--- config.mk ---
export PLATFORM = sky130hd
export DESIGN_NAME = bsg_axil_demux_n
export DESIGN_NICKNAME = d
export VERILOG_FILES = /design/src/rtl/bsg_axil_demux_n.sv
export SDC_FILE = /design/constraint.sdc
export NUM_CORES = 1
export LEC_CHECK = 0
export ABC_AREA = 1
export BUFFER_PORTS_ARGS = -buffer_cell sky130_fd_sc_hd__buf_2
export CORE_AREA = 2 2 294 296
export DETAILED_ROUTE_END_ITERATION = 8
export DIE_AREA = 0 0 296 298
export PLACE_DENSITY = 0.35
export SKIP_CTS_REPAIR_TIMING = 1
export SLEW_MARGIN = 25
export SYNTH_ARGS = -nofsm -noshare
export SYNTH_HDL_FRONTEND = slang
export SYNTH_SLANG_ARGS = --single-unit
--- constraint.sdc ---
create_clock -name aclk -period 1.8 [get_ports aclk]
set_input_delay 0.18 -clock aclk [delete_from_list [all_inputs] [get_ports aclk]]
set_output_delay 0.18 -clock aclk [all_outputs]
set_load 0.1 [all_outputs]
--- src/rtl/bsg_axil_demux_n.sv ---
// N-way AXI4-Lite address demux: one subordinate port fanned out to num_ports_p manager ports
// by base/mask decode, with DECERR for unmapped addresses. Independent single-outstanding write and read paths.
module bsg_axil_demux_n #(
  parameter int num_ports_p  = 4,
  parameter int addr_width_p = 32,
  parameter int data_width_p = 32,
  parameter logic [num_ports_p*addr_width_p-1:0] base_addr_p =
    {32'h4000_0000, 32'h3000_0000, 32'h2000_0000, 32'h1000_0000},
  parameter logic [num_ports_p*addr_width_p-1:0] addr_mask_p =
    {4{32'hF000_0000}}
) (
  input  logic                                       aclk,
  input  logic                                       aresetn,

  input  logic [addr_width_p-1:0]                    s_axil_awaddr,
  input  logic [2:0]                                 s_axil_awprot,
  input  logic                                       s_axil_awvalid,
  output logic                                       s_axil_awready,
  input  logic [data_width_p-1:0]                    s_axil_wdata,
  input  logic [(data_width_p/8)-1:0]                s_axil_wstrb,
  input  logic                                       s_axil_wvalid,
  output logic                                       s_axil_wready,
  output logic [1:0]                                 s_axil_bresp,
  output logic                                       s_axil_bvalid,
  input  logic                                       s_axil_bready,
  input  logic [addr_width_p-1:0]                    s_axil_araddr,
  input  logic [2:0]                                 s_axil_arprot,
  input  logic                                       s_axil_arvalid,
  output logic                                       s_axil_arready,
  output logic [data_width_p-1:0]                    s_axil_rdata,
  output logic [1:0]                                 s_axil_rresp,
  output logic                                       s_axil_rvalid,
  input  logic                                       s_axil_rready,

  output logic [num_ports_p*addr_width_p-1:0]        m_axil_awaddr,
  output logic [num_ports_p*3-1:0]                   m_axil_awprot,
  output logic [num_ports_p-1:0]                     m_axil_awvalid,
  input  logic [num_ports_p-1:0]                     m_axil_awready,
  output logic [num_ports_p*data_width_p-1:0]        m_axil_wdata,
  output logic [num_ports_p*(data_width_p/8)-1:0]    m_axil_wstrb,
  output logic [num_ports_p-1:0]                     m_axil_wvalid,
  input  logic [num_ports_p-1:0]                     m_axil_wready,
  input  logic [num_ports_p*2-1:0]                   m_axil_bresp,
  input  logic [num_ports_p-1:0]                     m_axil_bvalid,
  output logic [num_ports_p-1:0]                     m_axil_bready,
  output logic [num_ports_p*addr_width_p-1:0]        m_axil_araddr,
  output logic [num_ports_p*3-1:0]                   m_axil_arprot,
  output logic [num_ports_p-1:0]                     m_axil_arvalid,
  input  logic [num_ports_p-1:0]                     m_axil_arready,
  input  logic [num_ports_p*data_width_p-1:0]        m_axil_rdata,
  input  logic [num_ports_p*2-1:0]                   m_axil_rresp,
  input  logic [num_ports_p-1:0]                     m_axil_rvalid,
  output logic [num_ports_p-1:0]                     m_axil_rready
);

  localparam int strb_width_lp = data_width_p / 8;

  typedef enum logic [1:0] {W_IDLE = 2'd0, W_FWD = 2'd1, W_RESP = 2'd2} w_state_e;
  typedef enum logic [1:0] {R_IDLE = 2'd0, R_FWD = 2'd1, R_RESP = 2'd2} r_state_e;

  // One-hot port select; the lowest-index matching window wins, all-zero means unmapped.
  function automatic logic [num_ports_p-1:0] decode_f(input logic [addr_width_p-1:0] addr);
    logic [num_ports_p-1:0] oh;
    logic                   found;
    logic                   match;
    oh    = '0;
    found = 1'b0;
    for (int i = 0; i < num_ports_p; i++) begin
      match = ((addr & addr_mask_p[i*addr_width_p +: addr_width_p]) ==
               (base_addr_p[i*addr_width_p +: addr_width_p] & addr_mask_p[i*addr_width_p +: addr_width_p]));
      oh[i] = match & ~found;
      found = found | match;
    end
    return oh;
  endfunction

  w_state_e                    w_state_q, w_state_d;
  logic [addr_width_p-1:0]     aw_addr_q, aw_addr_d;
  logic [2:0]                  aw_prot_q, aw_prot_d;
  logic [data_width_p-1:0]     w_data_q, w_data_d;
  logic [strb_width_lp-1:0]    w_strb_q, w_strb_d;
  logic                        aw_have_q, aw_have_d, w_have_q, w_have_d;
  logic                        aw_done_q, aw_done_d, w_done_q, w_done_d;
  logic                        aw_rdy_q, aw_rdy_d, w_rdy_q, w_rdy_d;
  logic [num_ports_p-1:0]      w_sel_q, w_sel_d;
  logic [1:0]                  bresp_q, bresp_d;

  r_state_e                    r_state_q, r_state_d;
  logic [addr_width_p-1:0]     ar_addr_q, ar_addr_d;
  logic [2:0]                  ar_prot_q, ar_prot_d;
  logic                        ar_have_q, ar_have_d, ar_done_q, ar_done_d;
  logic                        ar_rdy_q, ar_rdy_d;
  logic [num_ports_p-1:0]      r_sel_q, r_sel_d;
  logic [data_width_p-1:0]     rdata_q, rdata_d;
  logic [1:0]                  rresp_q, rresp_d;

  logic                        w_fwd_s, m_aw_hs_s, m_w_hs_s, m_b_hit_s;
  logic                        r_fwd_s, m_ar_hs_s, m_rrdy_s, m_r_hit_s;
  logic [1:0]                  bresp_mux_s, rresp_mux_s;
  logic [data_width_p-1:0]     rdata_mux_s;

  assign w_fwd_s   = (w_state_q == W_FWD);
  assign m_aw_hs_s = w_fwd_s & ~aw_done_q & (|(m_axil_awready & w_sel_q));
  assign m_w_hs_s  = w_fwd_s & ~w_done_q & (|(m_axil_wready & w_sel_q));
  assign m_b_hit_s = w_fwd_s & (|(m_axil_bvalid & w_sel_q));

  assign r_fwd_s   = (r_state_q == R_FWD);
  assign m_ar_hs_s = r_fwd_s & ~ar_done_q & (|(m_axil_arready & r_sel_q));
  // R is accepted as early as the AR handshake cycle so a zero-wait manager costs no extra cycle.
  assign m_rrdy_s  = r_fwd_s & (ar_done_q | m_ar_hs_s);
  assign m_r_hit_s = m_rrdy_s & (|(m_axil_rvalid & r_sel_q));

  // Response selection from the active manager port.
  always_comb begin
    bresp_mux_s = 2'b00;
    rresp_mux_s = 2'b00;
    rdata_mux_s = '0;
    for (int i = 0; i < num_ports_p; i++) begin
      bresp_mux_s = bresp_mux_s | ({2{w_sel_q[i]}} & m_axil_bresp[i*2 +: 2]);
      rresp_mux_s = rresp_mux_s | ({2{r_sel_q[i]}} & m_axil_rresp[i*2 +: 2]);
      rdata_mux_s = rdata_mux_s | ({data_width_p{r_sel_q[i]}} & m_axil_rdata[i*data_width_p +: data_width_p]);
    end
  end

  // Write path next-state logic.
  always_comb begin
    w_state_d = w_state_q;
    aw_addr_d = aw_addr_q;
    aw_prot_d = aw_prot_q;
    w_data_d  = w_data_q;
    w_strb_d  = w_strb_q;
    aw_have_d = aw_have_q;
    w_have_d  = w_have_q;
    aw_done_d = aw_done_q;
    w_done_d  = w_done_q;
    w_sel_d   = w_sel_q;
    bresp_d   = bresp_q;
    case (w_state_q)
      W_IDLE: begin
        if (s_axil_awvalid && aw_rdy_q) begin
          aw_addr_d = s_axil_awaddr;
          aw_prot_d = s_axil_awprot;
          aw_have_d = 1'b1;
        end else begin
          aw_have_d = aw_have_q;
        end
        if (s_axil_wvalid && w_rdy_q) begin
          w_data_d = s_axil_wdata;
          w_strb_d = s_axil_wstrb;
          w_have_d = 1'b1;
        end else begin
          w_have_d = w_have_q;
        end
        if (aw_have_q && w_have_q) begin
          w_sel_d   = decode_f(aw_addr_q);
          aw_have_d = 1'b0;
          w_have_d  = 1'b0;
          aw_done_d = 1'b0;
          w_done_d  = 1'b0;
          if (|w_sel_d) begin
            w_state_d = W_FWD;
          end else begin
            w_state_d = W_RESP;
            bresp_d   = 2'b11;
          end
        end else begin
          w_state_d = W_IDLE;
        end
      end
      W_FWD: begin
        aw_done_d = aw_done_q | m_aw_hs_s;
        w_done_d  = w_done_q | m_w_hs_s;
        if (aw_done_d && w_done_d && m_b_hit_s) begin
          bresp_d   = bresp_mux_s;
          w_state_d = W_RESP;
        end else begin
          w_state_d = W_FWD;
        end
      end
      W_RESP: begin
        if (s_axil_bready) begin
          w_state_d = W_IDLE;
        end else begin
          w_state_d = W_RESP;
        end
      end
      default: begin
        w_state_d = W_IDLE;
      end
    endcase
    aw_rdy_d = (w_state_d == W_IDLE) & ~aw_have_d;
    w_rdy_d  = (w_state_d == W_IDLE) & ~w_have_d;
  end

  // Write path state register.
  always_ff @(posedge aclk or negedge aresetn) begin
    if (!aresetn) begin
      w_state_q <= W_IDLE;
      aw_addr_q <= '0;
      aw_prot_q <= 3'b000;
      w_data_q  <= '0;
      w_strb_q  <= '0;
      aw_have_q <= 1'b0;
      w_have_q  <= 1'b0;
      aw_done_q <= 1'b0;
      w_done_q  <= 1'b0;
      aw_rdy_q  <= 1'b0;
      w_rdy_q   <= 1'b0;
      w_sel_q   <= '0;
      bresp_q   <= 2'b00;
    end else begin
      w_state_q <= w_state_d;
      aw_addr_q <= aw_addr_d;
      aw_prot_q <= aw_prot_d;
      w_data_q  <= w_data_d;
      w_strb_q  <= w_strb_d;
      aw_have_q <= aw_have_d;
      w_have_q  <= w_have_d;
      aw_done_q <= aw_done_d;
      w_done_q  <= w_done_d;
      aw_rdy_q  <= aw_rdy_d;
      w_rdy_q   <= w_rdy_d;
      w_sel_q   <= w_sel_d;
      bresp_q   <= bresp_d;
    end
  end

  // Read path next-state logic.
  always_comb begin
    r_state_d = r_state_q;
    ar_addr_d = ar_addr_q;
    ar_prot_d = ar_prot_q;
    ar_have_d = ar_have_q;
    ar_done_d = ar_done_q;
    r_sel_d   = r_sel_q;
    rdata_d   = rdata_q;
    rresp_d   = rresp_q;
    case (r_state_q)
      R_IDLE: begin
        if (s_axil_arvalid && ar_rdy_q) begin
          ar_addr_d = s_axil_araddr;
          ar_prot_d = s_axil_arprot;
          ar_have_d = 1'b1;
        end else begin
          ar_have_d = ar_have_q;
        end
        if (ar_have_q) begin
          r_sel_d   = decode_f(ar_addr_q);
          ar_have_d = 1'b0;
          ar_done_d = 1'b0;
          if (|r_sel_d) begin
            r_state_d = R_FWD;
          end else begin
            r_state_d = R_RESP;
            rdata_d   = '0;
            rresp_d   = 2'b11;
          end
        end else begin
          r_state_d = R_IDLE;
        end
      end
      R_FWD: begin
        ar_done_d = ar_done_q | m_ar_hs_s;
        if (m_r_hit_s) begin
          rdata_d   = rdata_mux_s;
          rresp_d   = rresp_mux_s;
          r_state_d = R_RESP;
        end else begin
          r_state_d = R_FWD;
        end
      end
      R_RESP: begin
        if (s_axil_rready) begin
          r_state_d = R_IDLE;
        end else begin
          r_state_d = R_RESP;
        end
      end
      default: begin
        r_state_d = R_IDLE;
      end
    endcase
    ar_rdy_d = (r_state_d == R_IDLE) & ~ar_have_d;
  end

  // Read path state register.
  always_ff @(posedge aclk or negedge aresetn) begin
    if (!aresetn) begin
      r_state_q <= R_IDLE;
      ar_addr_q <= '0;
      ar_prot_q <= 3'b000;
      ar_have_q <= 1'b0;
      ar_done_q <= 1'b0;
      ar_rdy_q  <= 1'b0;
      r_sel_q   <= '0;
      rdata_q   <= '0;
      rresp_q   <= 2'b00;
    end else begin
      r_state_q <= r_state_d;
      ar_addr_q <= ar_addr_d;
      ar_prot_q <= ar_prot_d;
      ar_have_q <= ar_have_d;
      ar_done_q <= ar_done_d;
      ar_rdy_q  <= ar_rdy_d;
      r_sel_q   <= r_sel_d;
      rdata_q   <= rdata_d;
      rresp_q   <= rresp_d;
    end
  end

  assign s_axil_awready = aw_rdy_q;
  assign s_axil_wready  = w_rdy_q;
  assign s_axil_bvalid  = (w_state_q == W_RESP);
  assign s_axil_bresp   = bresp_q;
  assign s_axil_arready = ar_rdy_q;
  assign s_axil_rvalid  = (r_state_q == R_RESP);
  assign s_axil_rdata   = rdata_q;
  assign s_axil_rresp   = rresp_q;

  // Unselected ports see zeros on every field, not just on the handshake bits.
  for (genvar i = 0; i < num_ports_p; i++) begin : g_port
    assign m_axil_awaddr[i*addr_width_p +: addr_width_p]   = w_sel_q[i] ? aw_addr_q : '0;
    assign m_axil_awprot[i*3 +: 3]                         = w_sel_q[i] ? aw_prot_q : 3'b000;
    assign m_axil_awvalid[i]                               = w_fwd_s & ~aw_done_q & w_sel_q[i];
    assign m_axil_wdata[i*data_width_p +: data_width_p]    = w_sel_q[i] ? w_data_q : '0;
    assign m_axil_wstrb[i*strb_width_lp +: strb_width_lp]  = w_sel_q[i] ? w_strb_q : '0;
    assign m_axil_wvalid[i]                                = w_fwd_s & ~w_done_q & w_sel_q[i];
    assign m_axil_bready[i]                                = w_fwd_s & w_sel_q[i];
    assign m_axil_araddr[i*addr_width_p +: addr_width_p]   = r_sel_q[i] ? ar_addr_q : '0;
    assign m_axil_arprot[i*3 +: 3]                         = r_sel_q[i] ? ar_prot_q : 3'b000;
    assign m_axil_arvalid[i]                               = r_fwd_s & ~ar_done_q & r_sel_q[i];
    assign m_axil_rready[i]                                = m_rrdy_s & r_sel_q[i];
  end

endmodule
### Word level (Yosys, flattened, before mapping)

Cells that the tools add are included.

* bits of input ports: 277
* flip-flop bits (word level): 163

* bitwise operators: 83
* reductions and logical operators: 28
* eq/ne operators: 18
* multiplexer cells: 60

Operators with widths (count)
* 2-to-1 mux 32 bit: 15
* AND 32 bit: 4
* OR 32 bit: 3
* case mux 32 bit (2 select lines): 1
* AND 1 bit: 38
* 2-to-1 mux 2 bit: 14
* OR reduction 4 bit: 7
* 2-to-1 mux 3 bit: 8
* AND 4 bit: 5
* AND 2 bit: 8
* equality test 4 x 2 -> 1 bit (second input constant): 4
* 2-to-1 mux 4 bit: 4
* AND reduction 2 bit: 7
* inverter 1 bit: 12
* OR 2 bit: 6
* case mux 2 bit (3 select lines): 2
* 2-to-1 mux 1 bit: 11
* equality test 4 x 1 -> 1 bit (second input constant): 2
* equality test 4 x 3 -> 1 bit (second input constant): 2
* zero test 2 bit: 4
* != test 2 bit (second input constant): 4
* case mux 2 bit (2 select lines): 2
* AND reduction 4 bit: 2
* OR 1 bit: 7
* other kinds (6): 17

### Depth between registers and ports, before layout

* depth after elaboration: 11
* mapped depth: 11
* depth with buffers taken out: 10

### Worst setup path after synthesis

OpenSTA, ideal clock, no wires.

* path kind: reg-to-output
* from: register r_sel_q[0]
* to: output port m_axil_arvalid[0]
* path slack: -0.480 ns
* buffers on the path: 2
* required time: 1.620 ns
* cell stages (with the launch flop): 5
* arrival time: 2.100 ns
* cells stage by stage: dfrtp_1 -> buf_2 -> clkbuf_1 -> inv_1 -> nor2_1

* cells in the longest elaborated chain, start to end: 1

Ends and longest elaborated chain
* start, declared: RTL line 93 `logic [num_ports_p-1:0] r_sel_q, r_sel_d;`
* start signal, assigned: RTL line 305 `r_sel_q <= r_sel_d;`
* AND 1 bit: RTL line 331 `assign m_axil_arvalid[i] = r_fwd_s & ~ar_done_q & r_sel_q[i];`
* end, declared: RTL line 48 `output logic [num_ports_p-1:0] m_axil_arvalid,`

Every way passes these cells.

### Worst setup path after layout

* from: register r_sel_q[3]
* to: output port m_axil_rready[3]

* cells in the longest elaborated chain, start to end: 6

Ends and longest elaborated chain
* AND 4 bit: RTL line 108 `assign m_ar_hs_s = r_fwd_s & ~ar_done_q & (|(m_axil_arready & r_sel_q));`
* OR reduction 4 bit: RTL line 108
* AND 1 bit: RTL line 108
* OR 1 bit: RTL line 110 `assign m_rrdy_s = r_fwd_s & (ar_done_q | m_ar_hs_s);`
* AND 1 bit: RTL line 110
* AND 1 bit *: RTL line 332 `assign m_axil_rready[i] = m_rrdy_s & r_sel_q[i];`
* end, declared: RTL line 53 `output logic [num_ports_p-1:0] m_axil_rready`

Every way passes the cells marked *; elsewhere a longest branch is shown, timed or not.

==> impl_metrics.env <==
export IMPL_crit_path_class="flip-flop to output pin"
export IMPL_std_cell_rows=107
export IMPL_seq_power_share_pct=16.2
export IMPL_power_total_w=0.0549
export IMPL_drive_gt1_share_pct=62.8
export IMPL_fp_dieArea_um2=88200
export IMPL_area_of_combinational_cells_with_multiple_inputs_um2=6420
export IMPL_yosys_warnings=0
export IMPL_max_vdd_ir_drop_uv=966
export IMPL_ys_seq_area_share_pct=36.7
export IMPL_crit_required_ns=1.62
export IMPL_start_util_pct=13.1
export IMPL_setup_worst_path_end_class="output pin"
export IMPL_grt_total_usage_pct=14.9
export IMPL_clockBufferDepth=2
export IMPL_synthToLayoutAreaGrowth_pct=160
export IMPL_synth_seq_cells=163
export IMPL_clk_root_buffer_cell="sky130_fd_sc_hd__clkbuf_16"
export IMPL_maxSlewHeadroom_pct=60.7
export IMPL_pwr_share_comb_pct=76.6
export IMPL_buffer_ports_inserted=761
export IMPL_coreArea_um2=84900
export IMPL_vias_per_cell=3.70
export IMPL_fin_skew_ns=0.0140
export IMPL_setup_total_negative_slack_ns=-16.21
export IMPL_switching_power_w=0.0328
export IMPL_reported_max_cap_violation_count=0
export IMPL_rsz_0062_raised_after_global_routing="yes"
export IMPL_start_kind="flip-flop"
export IMPL_timing_hold_worst_class="primary input to flip-flop"
export IMPL_ant_nets=0
export IMPL_design_portCount=762
export IMPL_timing_max_transition_violations_final=0
export IMPL_power_internal_w=0.0221
export IMPL_fmax_mhz=521
export IMPL_pwr_share_clk_pct=7.2
export IMPL_worst_skew_pair_late_latency_ns=0.48
export IMPL_status="finished with violations"
export IMPL_tritoncts_num_buffers=17
export IMPL_globalplace_congestion=0.810
export IMPL_regArea_um2=4100
export IMPL_floorplan_die_height_um=298
export IMPL_tightest_slew_ns=0.593
export IMPL_number_of_antenna_violations_at_the_first_check_in_global_routing=13
export IMPL_die_width_um=296
export IMPL_switching_portion_of_total_power_pct=59.8
export IMPL_tritoncts="yes"
export IMPL_violations_in_the_final_reports="negative setup slack"
export IMPL_dpl_instance_area_um2=23800
export IMPL_syn_inst=1655
export IMPL_hpwl_um=55600
export IMPL_critical_path_max_fanout=6
export IMPL_avgRoutedWirePerCell_um=20.3
export IMPL_pin_count_of_the_biggest_net_entering_global_routing=71
export IMPL_detail_route_first_pass_iterations=5
export IMPL_vias=14086
export IMPL_hold_violations=0
export IMPL_detail_route_drc_violations=0
export IMPL_post_synth_cell_area_avg_um2=6.71
export IMPL_mappedNetlistNets=1932
export IMPL_timing_critical_path_arrival_ns=1.74
export IMPL_count_of_routing_violations_after_the_opening_detailed_route_iteration=572
export IMPL_finish_net_count=2924
export IMPL_setup_ws_ns=-0.120
export IMPL_finalInstanceArea_um2=28900
export IMPL_filler_cell_count=8839
export IMPL_cts_clk_slew_worst_paths_ns=0.08
export IMPL_final_critical_path_share_of_the_clock_period_pct=107
export IMPL_placedCellCount=3539
export IMPL_period_needed_ns=1.92
export IMPL_total_leakage_power_nw=14.9
export IMPL_ys_types=31
export IMPL_wl_um=77100
export IMPL_synthesis_area_um2=11100
export IMPL_overflow=0
export IMPL_grt_first_pass_wirelength_um=94100
export IMPL_power_per_cell_area_nw_per_um2=1900
export IMPL_grt_pass1_vias=13306
export IMPL_cts_num_sinks=163
export IMPL_timing_final_setup_violations=344
export IMPL_fin_cells=3808
export IMPL_h_tree_level_count=4
cell type report:
class	count	share of cell area, %
Inverter	455	7.66
Tap cell	1144	4.95
Antenna cell	4	0.0346
Multi-Input combinational cell	953	22.2
Clock inverter	14	0.558
Clock buffer	18	1.52
Sequential cell	163	14.2
Timing Repair Buffer	1057	48.9
per-stage QoR:
step | worst slack (ns) | util [%] | hold WS, ns
3_3_place_gp | 0.150 | 28.1 | 0.167
6_report | -0.120 | 34.1 | 0.0179
2_1_floorplan | -0.418 | - | -0.116
5_1_grt | -0.204 | 34.1 | 0.000245
3_5_place_dp | 0.126 | 28.1 | 0.175
4_1_cts | -0.415 | 28.8 | -0.394
worst paths after layout:
path | startpoint | to | cells past startpoint | slack, ns
max | r_sel_q[3] | m_axil_rready[3] | 8 | -0.12
min | m_axil_rdata[110] | s_axil_rdata[14] | 5 | 0.02
max reg2reg | r_sel_q[0] | s_axil_rdata[27] | 10 | -0.04
min reg2reg | s_axil_bresp[1] | s_axil_bresp[1] | 2 | 0.48
max in group asynchronous | aresetn | aw_prot_q[2] | 3 | 0.92
min in group asynchronous | aresetn | s_axil_rresp[0] | 2 | 0.22
flip-flops by register name (all words and copies together) (netlist names), 2 cells and up:
register      count
r_sel_q           4
ar_addr_q        32
aw_addr_q        32
w_state_q         2
w_data_q         32
w_sel_q           4
r_state_q         2
aw_prot_q         3
s_axil_bresp      2
ar_prot_q         3
s_axil_rresp      2
w_strb_q          4
s_axil_rdata     32
synth_stat cells:
master,instances,share of area (%)
sky130_fd_sc_hd__nor2_1,39,1.3
sky130_fd_sc_hd__nor3_2,1,0.090
sky130_fd_sc_hd__mux2_4,4,0.54
sky130_fd_sc_hd__nand2_2,35,2.0
sky130_fd_sc_hd__mux2_2,80,8.1
sky130_fd_sc_hd__buf_12,3,0.54
sky130_fd_sc_hd__a21oi_1,14,0.63
sky130_fd_sc_hd__nand4_1,42,2.4
sky130_fd_sc_hd__a21oi_4,1,0.15
sky130_fd_sc_hd__nand3_2,2,0.18
sky130_fd_sc_hd__o21ai_1,1,0.045
sky130_fd_sc_hd__nand2_4,32,3.2
sky130_fd_sc_hd__a221oi_1,1,0.079
sky130_fd_sc_hd__nand3_4,1,0.16
sky130_fd_sc_hd__nand3b_1,1,0.068
sky130_fd_sc_hd__inv_2,4,0.14
sky130_fd_sc_hd__nor2_2,1,0.056
sky130_fd_sc_hd__nand3_1,11,0.50
sky130_fd_sc_hd__o31ai_1,1,0.068
sky130_fd_sc_hd__dfrtp_1,163,37
sky130_fd_sc_hd__inv_4,1,0.056
sky130_fd_sc_hd__clkbuf_1,55,1.9
sky130_fd_sc_hd__o21ai_2,1,0.079
sky130_fd_sc_hd__buf_6,3,0.30
sky130_fd_sc_hd__inv_1,450,15
sky130_fd_sc_hd__nand2_1,655,22
sky130_fd_sc_hd__nor2_4,3,0.30
sky130_fd_sc_hd__buf_2,16,0.72
sky130_fd_sc_hd__o21ai_0,10,0.45
sky130_fd_sc_hd__mux2_1,17,1.7
sky130_fd_sc_hd__buf_1,7,0.24
critical path: stages, from the launching register on:
cell                      delay [ns]
sky130_fd_sc_hd__dfrtp_2        0.48
sky130_fd_sc_hd__nand2_2        0.08
sky130_fd_sc_hd__inv_2          0.03
sky130_fd_sc_hd__nor3_2         0.15
sky130_fd_sc_hd__inv_1          0.07
sky130_fd_sc_hd__nand2_1        0.08
sky130_fd_sc_hd__buf_6          0.16
sky130_fd_sc_hd__nor2_4         0.05
sky130_fd_sc_hd__buf_12         0.15
power groups by stage:
stage | logic [W] | registers [W] | clock network (W)
global placement | 0.0362 | 0.00812 | 0
CTS | 0.0362 | 0.00804 | 0.00418
floorplan | 0.0219 | 0.00782 | 0
finish | 0.0420 | 0.00891 | 0.00395
global route | 0.0435 | 0.00921 | 0.00429
detailed placement | 0.0362 | 0.00810 | 0
cell families after synthesis:
| logic type | after synthesis | share of synthesized area (%) |
|---|---|---|
| mux | 101 | 10.4 |
| flops | 163 | 36.7 |
| compound gates | 29 | 1.50 |
| simple gates | 823 | 32.4 |
| buf+inv | 539 | 19.1 |
placed cells by master (no fill, tap or decap), types with 80 or more instances in the layout:
cell	instances
sky130_fd_sc_hd__clkinvlp_4	115
sky130_fd_sc_hd__buf_2	315
sky130_fd_sc_hd__inv_1	187
sky130_fd_sc_hd__dfrtp_1	151
sky130_fd_sc_hd__nand2_4	187
sky130_fd_sc_hd__nand2_2	106
sky130_fd_sc_hd__mux2_2	80
sky130_fd_sc_hd__inv_2	122
sky130_fd_sc_hd__dlygate4sd3_1	108
sky130_fd_sc_hd__buf_12	474
sky130_fd_sc_hd__nand2_1	428
metal layers:
layer	global-route usage (%)	wire length [um]	part of all wire, %
met1	15.8	28100	36
met2	26.7	40600	53
met3	5.65	6410	8.3
met4	5.22	2050	2.7
met5	0	0	0
(Power assumes the default switching activity.)
